**src/rtl/ysyx_25030077_ifu_if.sv**
```systemverilog
// Fetch-unit port bundle: the memory fetch port, the decode hand-off port and the
// redirect input.
// master = fetch unit side (drives requests and decode outputs);
// slave  = memory/decode/branch side.
interface ysyx_25030077_ifu_if;
  // memory fetch port
  logic        io_mem_req_valid;
  logic        io_mem_req_ready;
  logic [31:0] io_mem_addr;
  logic        io_mem_resp_valid;
  logic [31:0] io_mem_resp_data;
  logic        io_mem_resp_err;
  // decode hand-off
  logic        io_out_valid;
  logic        io_out_ready;
  logic [31:0] io_out_inst;
  logic [31:0] io_out_pc;
  logic        io_out_fault;
  logic [2:0]  io_imm_type;
  // control-flow redirect
  logic        io_redirect_valid;
  logic [31:0] io_redirect_pc;

  modport master (
    output io_mem_req_valid, io_mem_addr,
    input  io_mem_req_ready, io_mem_resp_valid, io_mem_resp_data, io_mem_resp_err,
    output io_out_valid, io_out_inst, io_out_pc, io_out_fault, io_imm_type,
    input  io_out_ready,
    input  io_redirect_valid, io_redirect_pc
  );

  modport slave (
    input  io_mem_req_valid, io_mem_addr,
    output io_mem_req_ready, io_mem_resp_valid, io_mem_resp_data, io_mem_resp_err,
    input  io_out_valid, io_out_inst, io_out_pc, io_out_fault, io_imm_type,
    output io_out_ready,
    output io_redirect_valid, io_redirect_pc
  );
endinterface

```
**src/rtl/ysyx_25030077_ifu.sv**
```systemverilog
// Instruction fetch + pre-decode: holds the PC, issues one fetch at a time,
// latches the reply and hands it to decode with its immediate-format select.
// Latency: req fire -> out_valid in 2 cycles minimum (response in the cycle after fire).
// Backpressure: decode not ready keeps the instruction held and stops further fetches.
// Ports: clock/reset (async, active-high); io = ysyx_25030077_ifu_if.master.
module ysyx_25030077_ifu #(
  parameter logic [31:0] RESET_PC = 32'h80000000
) (
  input  logic                  clock,
  input  logic                  reset,
  ysyx_25030077_ifu_if.master   io
);

  typedef enum logic [1:0] {S_REQ, S_WAIT, S_DROP, S_HOLD} state_t;

  localparam logic [31:0] NOP_INST = 32'h00000013;

  state_t      state;
  logic [31:0] pc_q;
  logic        req_vld_q;
  logic        out_vld_q;
  logic [31:0] out_inst_q;
  logic [31:0] out_pc_q;
  logic        out_fault_q;
  logic [2:0]  imm_q;

  logic        req_fire;
  logic        out_fire;
  logic [31:0] redirect_tgt;

  // Immediate-format select from opcode and funct3.
  function automatic logic [2:0] imm_sel(input logic [6:0] opcode, input logic [2:0] funct3);
    logic [2:0] sel;
    sel = 3'd0;
    case (opcode)
      7'b0000011, 7'b1100111: sel = 3'd1;
      7'b0010011:             sel = (funct3 == 3'b001 || funct3 == 3'b101) ? 3'd5 : 3'd1;
      7'b0110111, 7'b0010111: sel = 3'd2;
      7'b1101111:             sel = 3'd3;
      7'b0100011:             sel = 3'd4;
      7'b1110011:             sel = (funct3 != 3'b000) ? 3'd6 : 3'd0;
      default:                sel = 3'd0;
    endcase
    return sel;
  endfunction

  assign req_fire     = req_vld_q & io.io_mem_req_ready;
  assign out_fire     = out_vld_q & io.io_out_ready;
  // Targets are always word aligned; low two bits are dropped.
  assign redirect_tgt = io.io_redirect_pc & ~32'd3;

  // req_valid is a register so it stays low while reset is held and first
  // rises on the clock after release; it is set whenever the next state is REQ.
  always_ff @(posedge clock or posedge reset) begin
    if (reset) begin
      state       <= S_REQ;
      pc_q        <= RESET_PC;
      req_vld_q   <= 1'b0;
      out_vld_q   <= 1'b0;
      out_inst_q  <= 32'd0;
      out_pc_q    <= 32'd0;
      out_fault_q <= 1'b0;
      imm_q       <= 3'd0;
    end else if (io.io_redirect_valid) begin
      pc_q      <= redirect_tgt;
      out_vld_q <= 1'b0;
      case (state)
        // A request accepted this very cycle is still outstanding: its reply must be eaten.
        S_REQ: begin
          state     <= req_fire ? S_DROP : S_REQ;
          req_vld_q <= !req_fire;
        end
        // A reply arriving together with the redirect is simply discarded.
        S_WAIT: begin
          state     <= io.io_mem_resp_valid ? S_REQ : S_DROP;
          req_vld_q <= io.io_mem_resp_valid;
        end
        S_DROP: begin
          if (io.io_mem_resp_valid) begin
            state     <= S_REQ;
            req_vld_q <= 1'b1;
          end
        end
        default: begin
          state     <= S_REQ;
          req_vld_q <= 1'b1;
        end
      endcase
    end else begin
      case (state)
        S_REQ: begin
          if (req_fire) begin
            state     <= S_WAIT;
            req_vld_q <= 1'b0;
          end else begin
            req_vld_q <= 1'b1;
          end
        end
        S_WAIT: begin
          if (io.io_mem_resp_valid) begin
            // A faulting fetch is delivered as a nop so decode sees a harmless instruction.
            out_inst_q  <= io.io_mem_resp_err ? NOP_INST : io.io_mem_resp_data;
            out_pc_q    <= pc_q;
            out_fault_q <= io.io_mem_resp_err;
            imm_q       <= io.io_mem_resp_err ? 3'd0
                         : imm_sel(io.io_mem_resp_data[6:0], io.io_mem_resp_data[14:12]);
            out_vld_q   <= 1'b1;
            state       <= S_HOLD;
          end
        end
        S_DROP: begin
          if (io.io_mem_resp_valid) begin
            state     <= S_REQ;
            req_vld_q <= 1'b1;
          end
        end
        default: begin
          if (out_fire) begin
            pc_q      <= pc_q + 32'd4;
            out_vld_q <= 1'b0;
            state     <= S_REQ;
            req_vld_q <= 1'b1;
          end
        end
      endcase
    end
  end

  assign io.io_mem_req_valid = req_vld_q;
  assign io.io_mem_addr      = pc_q;
  assign io.io_out_valid     = out_vld_q;
  assign io.io_out_inst      = out_inst_q;
  assign io.io_out_pc        = out_pc_q;
  assign io.io_out_fault     = out_fault_q;
  assign io.io_imm_type      = imm_q;

endmodule

```
**src/flat_wrapper.sv**
```systemverilog
// flat-port wrapper written by rule: the top's interface ports become plain ports
module ysyx_25030077_ifu_flat 
#(
  parameter logic [31:0] RESET_PC = 32'h80000000
)
  (clock, reset, io_io_mem_req_valid, io_io_mem_addr, io_io_mem_req_ready, io_io_mem_resp_valid, io_io_mem_resp_data, io_io_mem_resp_err, io_io_out_valid, io_io_out_inst, io_io_out_pc, io_io_out_fault, io_io_imm_type, io_io_out_ready, io_io_redirect_valid, io_io_redirect_pc);
  ysyx_25030077_ifu_if io_i ();
  input  logic clock;
  input  logic reset;
  output wire logic [$bits(io_i.io_mem_req_valid)-1:0] io_io_mem_req_valid;
  output wire logic [$bits(io_i.io_mem_addr)-1:0] io_io_mem_addr;
  input wire logic [$bits(io_i.io_mem_req_ready)-1:0] io_io_mem_req_ready;
  input wire logic [$bits(io_i.io_mem_resp_valid)-1:0] io_io_mem_resp_valid;
  input wire logic [$bits(io_i.io_mem_resp_data)-1:0] io_io_mem_resp_data;
  input wire logic [$bits(io_i.io_mem_resp_err)-1:0] io_io_mem_resp_err;
  output wire logic [$bits(io_i.io_out_valid)-1:0] io_io_out_valid;
  output wire logic [$bits(io_i.io_out_inst)-1:0] io_io_out_inst;
  output wire logic [$bits(io_i.io_out_pc)-1:0] io_io_out_pc;
  output wire logic [$bits(io_i.io_out_fault)-1:0] io_io_out_fault;
  output wire logic [$bits(io_i.io_imm_type)-1:0] io_io_imm_type;
  input wire logic [$bits(io_i.io_out_ready)-1:0] io_io_out_ready;
  input wire logic [$bits(io_i.io_redirect_valid)-1:0] io_io_redirect_valid;
  input wire logic [$bits(io_i.io_redirect_pc)-1:0] io_io_redirect_pc;
  assign io_io_mem_req_valid = io_i.io_mem_req_valid;
  assign io_io_mem_addr = io_i.io_mem_addr;
  assign io_i.io_mem_req_ready = io_io_mem_req_ready;
  assign io_i.io_mem_resp_valid = io_io_mem_resp_valid;
  assign io_i.io_mem_resp_data = io_io_mem_resp_data;
  assign io_i.io_mem_resp_err = io_io_mem_resp_err;
  assign io_io_out_valid = io_i.io_out_valid;
  assign io_io_out_inst = io_i.io_out_inst;
  assign io_io_out_pc = io_i.io_out_pc;
  assign io_io_out_fault = io_i.io_out_fault;
  assign io_io_imm_type = io_i.io_imm_type;
  assign io_i.io_out_ready = io_io_out_ready;
  assign io_i.io_redirect_valid = io_io_redirect_valid;
  assign io_i.io_redirect_pc = io_io_redirect_pc;
  ysyx_25030077_ifu #(.RESET_PC(RESET_PC)) u_core (.clock(clock), .reset(reset), .io(io_i));
endmodule
```
**config.mk**
```make
export PLATFORM = sky130hd
export DESIGN_NAME = ysyx_25030077_ifu_flat
export DESIGN_NICKNAME = d
export VERILOG_FILES = /design/src/rtl/ysyx_25030077_ifu_if.sv /design/src/rtl/ysyx_25030077_ifu.sv /design/src/flat_wrapper.sv
export SDC_FILE = /design/constraint.sdc
export NUM_CORES = 1
export LEC_CHECK = 0
export CORE_ASPECT_RATIO = 1.2
export CORE_MARGIN = 3
export CORE_UTILIZATION = 45
export CTS_CLUSTER_SIZE = 16
export DETAILED_ROUTE_END_ITERATION = 16
export GPL_TIMING_DRIVEN = 0
export PLACE_DENSITY = 0.84
export SLEW_MARGIN = 20
export SYNTH_ARGS = -nofsm -noshare
export SYNTH_HDL_FRONTEND = slang
export SYNTH_SLANG_ARGS = --single-unit
```
**constraint.sdc**
```tcl
create_clock -name clock -period 5.9 [get_ports clock]
set_input_delay 1.77 -clock clock [delete_from_list [all_inputs] [get_ports clock]]
set_output_delay 1.77 -clock clock [all_outputs]
set_load 0.1 [all_outputs]
```
; ---- Yosys cells after proc, flatten, opt, wreduce, memory -nomap -nowiden
; Index checks and enable logic that the tools add are counted.
[word_totals]
register_bits = 104
output_inout_bits = 102
[op_classes]
addsub = 1
n_eq_ne = 17
n_mux = 27
bitwise_logic = 3
n_reduce_logical = 17
[op_table]
columns = operator, count
row1 = 32-bit two-way mux, 4
row2 = "32-bit by 3-bit adder with 32-bit output, second input constant", 1
row3 = "7-bit == test, second input constant", 3
row4 = 3-bit case mux with 6 select lines, 1
row5 = "7-bit by 5-bit == test with 1-bit output, second input constant", 2
row6 = "7-bit by 6-bit == test with 1-bit output, second input constant", 2
row7 = 2-bit two-way mux, 7
row8 = 2-bit case mux with 3 select lines, 2
row9 = 3-bit two-way mux, 3
row10 = 3-bit AND reduction, 3
row11 = "7-bit by 2-bit == test with 1-bit output, second input constant", 1
row12 = 1-bit two-way mux, 7
row13 = 1-bit case mux with 3 select lines, 2
row14 = 3-bit nonzero test, 2
row15 = 2-bit OR reduction, 3
row16 = 5-bit nonzero test, 1
row17 = "2-bit by 1-bit != test with 1-bit output, second input constant", 2
row18 = 2-bit AND reduction, 2
row19 = 4-bit nonzero test, 1
row20 = "3-bit by 1-bit == test with 1-bit output, second input constant", 1
row21 = "3-bit == test, second input constant", 1
row22 = "3-bit by 2-bit != test with 1-bit output, second input constant", 1
row23 = "3-bit != test, second input constant", 1
row24 = 3-bit OR reduction, 1
row25 = 10 further kinds, 11

; ---- Depth between registers and ports, before layout
; Gate-level depths: netlist of run 1.
[depth]
word_depth = 5
ltp_mapped = 7
mapped_depth_nobuf = 7

; ---- Least setup slack after synthesis of run 1
; No wires, ideal clock.
[synth_timing]
path_kind = input to register
startpoint = input io_io_out_ready
endpoint = register u_core.pc_q[30], in the netlist u_core.io.io_mem_addr[30]
t_arrival_ns = 2.878
t_required_ns = 5.775
path_slack_ns = 2.898
stages = 5
cell_sequence = nand4_4 nor4_4 nand4_1 xnor2_1 mux2_2
[synth_via]
elab_chain_cells = 3
[synth_lines]
columns = item, line_no
row1 = "start, declared", flat_wrapper.sv:21  ; input wire logic [$bits(io_i.io_out_ready)-1:0] io_io_out_ready;
row2 = 1-bit AND, ysyx_25030077_ifu.sv:48  ; assign out_fire = out_vld_q & io.io_out_ready;
row3 = 2-bit nonzero test (no source line), -
row4 = 2-bit AND reduction (no source line), -
row5 = "end signal, assigned", ysyx_25030077_ifu.sv:65  ; pc_q <= redirect_tgt;
row6 = "end signal, assigned", ysyx_25030077_ifu.sv:119  ; pc_q <= pc_q + 32'd4;
row7 = "end, declared", ysyx_25030077_ifu.sv:19  ; logic [31:0] pc_q;
; No other way between the ends.
; A chain may end at the register's enable or synchronous reset.

; ---- Worst setup path in the final report of run 1
[layout_timing]
startpoint = register u_core.out_vld_q, in the netlist u_core.io.io_out_valid
endpoint = output io_io_out_valid
[layout_rtl]
columns = item, line_no
row1 = "start, declared", ysyx_25030077_ifu.sv:21  ; logic out_vld_q;
row2 = "start signal, assigned", ysyx_25030077_ifu.sv:59  ; out_vld_q <= 1'b0;
row3 = "start signal, assigned", ysyx_25030077_ifu.sv:66  ; out_vld_q <= 1'b0;
row4 = "start signal, assigned", ysyx_25030077_ifu.sv:107  ; out_vld_q <= 1'b1;
row5 = "end, declared", flat_wrapper.sv:16  ; output wire logic [$bits(io_i.io_out_valid)-1:0] io_io_out_valid;
; No word-level cell between the ends.

==> results of run 1 <==
[synthesized netlist by cell type (all sizes together) (2+ instances only)]
library cell and n:
a21oi 4, nand2 85, nor2 21, o21ai 70
clkbuf 16, mux2 30, inv 8, dfrtp 99
xnor2 7, buf 10, ha 5, a211oi 2
nand4 15, nand3 13, xor2 22, nand2b 29
a31oi 2, nor3 7
[kinds of logic (layout without fill, tap and decap cells)]
logic type      count (synthesis)  count (layout)  synth area share, %
simple gates                  179             179                19.10
flops                         100             100                52.85
compound gates                 90              90                10.67
buf+inv                        34             217                3.275
mux                            31              31                7.343
xor+xnor                       29              29                5.362
fa+ha+maj                       5               5                1.321
other cells                     1               4              0.07916
[metal layers]
metal	wire length, microns	GRT usage (%)	part of all wire [%]	up-vias
li1	-	-	-	1953
met1	5383	28.90	40	2020
met2	6525	38.40	49	176
met3	1188	6.257	8.9	24
met4	289	9.052	2.2	0
met5	0	0	0	-
[state kept, by name (all words and copies together) (netlist names)]
signal                      cells
u_core.io.io_mem_addr          30
u_core.state                    2
u_core.io.io_out_fault          1
u_core.io.io_out_inst          32
u_core.io.io_out_valid          1
u_core.io.io_out_pc            30
u_core.io.io_imm_type           3
u_core.io.io_mem_req_valid      1
[per-stage QoR]
stage	util, %	power, mW	instance area [sq um]
after detailed placement	64.96	3.581	6600
after floorplan	-	2.958	4748
after global routing	68.10	4.343	6919
final	68.10	4.198	6919
after global placement	64.64	3.537	6568
after CTS	68.10	4.220	6919
[area by class of cell]
type | count | area [sq um]
tap | 126 | 157.7
multi-input combinational | 338 | 2090
clock buffer | 12 | 246.5
clock inverter | 4 | 72.57
inverter | 8 | 35.03
fill | 774 | 3241
sequential | 100 | 2504
timing repair buffer | 167 | 1689
buffer | 26 | 125.1
[power by group]
part           internal [mW]  total, mW  switching (mW)  leakage, nW
Sequential             0.908       1.05           0.143         1.25
Combinational          0.575       2.51            1.94         1.47
Clock                  0.383      0.633           0.250        0.153
[how the worst min path moves through the flow]
stage	from	to	cells past startpoint
after floorplan	u_core.state[1]	u_core.state[1]	2
after global placement	u_core.io.io_out_inst[4]	u_core.io.io_out_inst[4]	2
after detailed placement	u_core.io.io_out_inst[8]	u_core.io.io_out_inst[8]	2
after CTS	u_core.io.io_out_inst[8]	u_core.io.io_out_inst[8]	2
after global routing	u_core.io.io_out_inst[30]	u_core.io.io_out_inst[30]	2
final	u_core.io.io_out_inst[8]	u_core.io.io_out_inst[8]	2
==> qor.yml, run 1 <==
placement:
  routabilityCongestion: 0.8619
  hpwl_mm: 10.03
  place.port_buffers: 166
  place_ws_ns: 2.097
  numPlacedInstances: 765
yosys:
  avgSynthCellArea_sq_um: 10.10
  ys_warn_count: 0
  synth_top_cell_area_share_pct: 52.30
  synth-async-reset-ratio_pct: 100.0
  synth_area_leaders: "dfrtp_1 (52%), mux2_2 (7.1%), o21ai_0 (6.8%), nand2_1 (6.7%), xor2_1 (4.1%)"
  syn_area_sq_um: 4737
  synth_edf_count: 0
  synth_top_area_cell: "dfrtp_1"
  synth_cell_types: 51
  ys.flop_type: "dfrtp_1"
  ys_seq_elements: 100
  syn_inst: 469
  yosysSeqAreaShare_pct: 52.85
setup_path:
  worstSetupPathType: "reg -> out"
  crit_slowest_cell: "clkdlybuf4s50_1"
  worst-path-stages: 1
  critical-path-top-delay-family: "buffers and inverters"
  crit_end: "io_io_out_valid"
  max_stage_delay_ns: 1.20
  path_max_fanout: 7
  crit_required_ns: 4.13
  path_cells: "clkdlybuf4s50_1"
  crit_start: "u_core.io.io_out_valid"
  critPathArrivalTime_ns: 2.09
  reg2reg_to: "u_core.io.io_mem_addr[30]"
  worst_r2r_path_depth: 6
  setup.worst_path.end_class: "output pin"
  critPathLaunchType: "register"
  timing.rr.start: "u_core.state[1]"
  cp_num_buf_inv: 1
  reg2reg_slack_ns: 3.74
cts:
  cts_hold_repair.buffers: 0
  numCtsBuffers: 9
  htree_levels: 3
  clock_latency_ns: 0.34
  ctsResizeCount: 0
  clockRootBuffer: "clkbuf_16"
  cts_sinks: 100
  postCtsSetupRepairBufs: 0
  cts_tree: "done"
  path_clk_slew_ns: 0.07
  cts_buffer_depth: 2
finish:
  final_cell_mix: "clkdlybuf4s50_1 (166), dfrtp_1 (99), nand2_1 (85)"
  antenna-diode-count: 0
  layout-drive-gt1-share_pct: 9.924
  area_growth_pct: 46.06
  fin_cells: 781
  num-nets-final: 726
  layout.cells.most_common: "clkdlybuf4s50_1"
timing:
  rsz0062_at_grt: "no"
  hold_violations: 0
  finalSetupViolCount: 0
  relSlewSlack_pct: 32.04
  slew_violations: 0
  fin_setup_tns_ns: 0
  finClkSkew_ns: 0.005759
  fin_crit_sh_pct: 65.46
  max_freq_ghz: 0.2589
  setup_slack_ns: 2.038
  tightest_slew_ns: 1.016
  finalHoldWorstSlack_ns: 0.4780
  min_period_ns: 3.862
route:
  wl_per_cell_microns: 17.14
  drt_iter0_drc: 251
  ant_nets: 0
  firstDrtPassIters: 5
  viasPerCell: 5.343
  route.vias.total: 4173
  drc: 0
  drt_wl_total_mm: 13.39
power:
  peakVddDrop_mv: 0.3743
  power.density_nw_per_um2: 606.7
  power_leakage_nw: 2.881
global_route:
  grt_max_degree: 52
  grt_overflow: 0
  grt_pass1_vias: 4224
  grt_usage_pct: 23.29
  grt_pass1_wl_mm: 21.98
  antenna_found_initial: 0
floorplan:
  die_w_microns: 99.66
  coreArea_sq_um: 10160
  rows: 40
  initial_core_util_pct: 46.63
  die_area_sq_um: 11800
  die_height_microns: 118.4
  ios: 173
min_path:
  hp-class: "reg -> reg"
run_status:
  status: "finished clean"
job:
  maxCapViolCount: 0
Note: power is estimated with default switching activity, not from simulation.
==> run 2, diff against run 1 <==
Clock period 5.9 ns to 4 ns, I/O delays scaled along.
==> results of run 2 <==
Same layout as run 1 (identical final DEF). Status: finished clean.
Among the figures that moved: setup slack after placement 2.097 ns -> 0.7665 ns; setup slack after layout 2.038 ns -> 0.7081 ns; register-to-register setup slack 3.74 ns -> 1.84 ns; total power 4.198 mW -> 6.191 mW; worst IR drop on VDD 0.3743 mV -> 0.5521 mV
==> run 3, diff against run 2 <==
Settings changed: CORE_UTILIZATION 45 to 41, PLACE_DENSITY 0.84 to 0.81.
Clock period 4 ns to 2.8 ns, I/O delays scaled along.
==> run 3 against run 2 <==
  * Sequential power is 43% higher
  * Non-clock buffer count is 2 higher
  * Worst setup slack worse by 0.67 ns
  * Utilization is 5.3 points lower
  * Critical path type unchanged
==> qor.yml, run 3 (synthesis gave the netlist of run 1 again) <==
run_status:
  status: "finished clean"
power:
  power_leakage_nw: 3.033  # +5.3%
  p_int_mw: 3.856
  switching_share_pct: 55.94
  sequentialPowerShare_pct: 25.2  # +0.2 points
  peakVddDrop_mv: 1.050
  power.density_nw_per_um2: 1252
  p_sw_mw: 4.896
  pwr-share-clk_pct: 14.2  # -0.9 points
  comb_power_share_pct: 60.5  # +0.6 points
floorplan:
  die_w_microns: 104.1  # +4.5%
  ios: 173  # unchanged
  initial_core_util_pct: 42.52  # -4.1 points
  die_area_sq_um: 12890  # +9.2%
  rows: 42  # +5.0%
  die_height_microns: 123.8  # +4.5%
  coreArea_sq_um: 11140  # +9.7%
setup_path:
  max_stage_delay_ns: 1.16  # -0.04 ns
  worstSetupPathType: "reg -> out"
  path_cells: "clkdlybuf4s50_1"
  path_max_fanout: 5  # -2
  critical-path-top-delay-family: "buffers and inverters"
  cp_num_buf_inv: 1  # unchanged
  setup.worst_path.end_class: "output pin"
  critPathArrivalTime_ns: 1.92  # -0.17 ns
  crit_required_ns: 1.96
  critPathLaunchType: "register"
  crit_slowest_cell: "clkdlybuf4s50_1"
global_route:
  antenna_found_initial: 0  # unchanged
  grt_overflow: 0  # unchanged
  grt_usage_pct: 21.01  # -2.3 points
  grt_max_degree: 36  # -31%
  grt_pass1_wl_mm: 21.71  # -1.2%
  grt_pass1_vias: 4389  # +3.9%
cts:
  htree_levels: 3  # unchanged
  numCtsBuffers: 9  # unchanged
  cts_tree: "done"
  cts_hold_repair.buffers: 0  # unchanged
  clock_latency_ns: 0.33  # about the same
  path_clk_slew_ns: 0.06  # about the same
  postCtsSetupRepairBufs: 0  # unchanged
  clockRootBuffer: "clkbuf_16"
  cts_buffer_depth: 2  # unchanged
  cts_sinks: 100  # unchanged
finish:
  largest_register_ffs: 32  # unchanged
  antenna-diode-count: 0  # unchanged
  layout.cells.most_common: "clkdlybuf4s50_1"
  num-nets-final: 728  # +0.28%
  fin_cells: 811  # +3.8%
  area_growth_pct: 47.62
  fin_area_sq_um: 6993  # +1.1%
  final_cell_mix: "clkdlybuf4s50_1 (142), dfrtp_1 (99), nand2_1 (85)"
  layout-drive-gt1-share_pct: 10.35  # +0.43 points
route:
  drt_iter0_drc: 181  # -28%
  viasPerCell: 5.144  # -3.7%
  firstDrtPassIters: 4  # -1
  routed.top_layer: "met4"
  dr_wl_met3_microns: 942  # -21%
  ant_nets: 0  # unchanged
  wl_per_cell_microns: 16.60  # -3.1%
  route.met2.wl_mm: 6.888  # +5.6%
  wl_met1_mm: 5.280  # -1.9%
  route.vias.total: 4172  # -0.024%
  drt_wl_total_mm: 13.46  # +0.58%
  drc: 0  # unchanged
placement:
  routabilityCongestion: 0.8235  # -4.5%
  numPlacedInstances: 795  # +3.9%
  place.port_buffers: 166  # unchanged
  placed_area_sq_um: 6681  # +1.2%
  hpwl_mm: 10.43  # +4.0%
job:
  maxCapViolCount: 0  # unchanged
timing:
  relSlewSlack_pct: 31.65  # -0.39 points
  rsz0062_at_grt: "no"
  finClkSkew_ns: 0.004794  # -0.0009651 ns
  max_freq_ghz: 0.3625
  slew_violations: 0  # unchanged
  hold_violations: 0  # unchanged
  min_period_ns: 2.759
  finalSetupViolCount: 0  # unchanged
  fin_crit_sh_pct: 98.53
  tightest_slew_ns: 1.022  # +0.005832 ns
min_path:
  hp-class: "reg -> reg"
==> run 3: layout make-up <==
type / instances / area, sq um
inverter: 8 / 33.78
buffer: 26 / 125.1
multi-input combinational: 338 / 2090
sequential: 100 / 2504
timing repair buffer: 169 / 1744
fill: 927 / 4148
clock buffer: 12 / 256.5
clock inverter: 4 / 47.55
tap: 154 / 192.7
==> run 3: power groups by stage <==
stage,logic [mW],clock network (mW),registers [mW]
finish,5.30,1.25,2.21
global route,5.48,1.33,2.26
CTS,5.32,1.29,2.21
detailed placement,5.32,0,2.24
global placement,5.25,0,2.20
floorplan,0.704,0,5.53
==> run 3: timing repair <==
| action | in CTS | in global routing |
|---|---|---|
| pin swaps | 0 | 0 |
| setup endpoints to repair | 14 | 10 |
| gates resized for setup | 14 | 10 |
==> run 3: per-layer routing <==
layer	track usage (%)	up-vias
li1	-	1958
met1	23.36	2004
met2	38.50	184
met3	5.029	26
met4	9.476	0
met5	0	-
==> run 3: through the flow <==
stage | setup TNS [ns] | hold slack (ns) | util [%] | worst slack, ns | power (mW)
3_5_place_dp | -0.1170 | 0.4691 | 59.97 | -0.09218 | 7.561
5_1_grt | 0 | 0.5008 | 62.77 | 0.001714 | 9.068
3_3_place_gp | -22.15 | 0.4627 | 59.30 | -0.2301 | 7.443
2_1_floorplan | 0 | 0.5260 | - | 0.2870 | 6.232
6_report | 0 | 0.4792 | 62.77 | 0.04103 | 8.753
4_1_cts | 0 | 0.4842 | 62.54 | 0.0006186 | 8.815
==> run 3: path summary, 6_finish.rpt <==
check	start	to	slack (ns)	depth (start not counted)
setup / recovery	u_core.io.io_mem_addr[13]	io_io_mem_addr[13]	0.04	1
hold / removal	u_core.io.io_out_inst[27]	u_core.io.io_out_inst[27]	0.48	2
setup reg to reg	u_core.state[1]	u_core.io.io_mem_addr[30]	0.66	6
hold reg to reg	u_core.io.io_out_inst[27]	u_core.io.io_out_inst[27]	0.48	2
max in group asynchronous	reset	u_core.io.io_mem_addr[31]	1.09	4
min in group asynchronous	reset	u_core.io.io_out_inst[6]	0.95	2
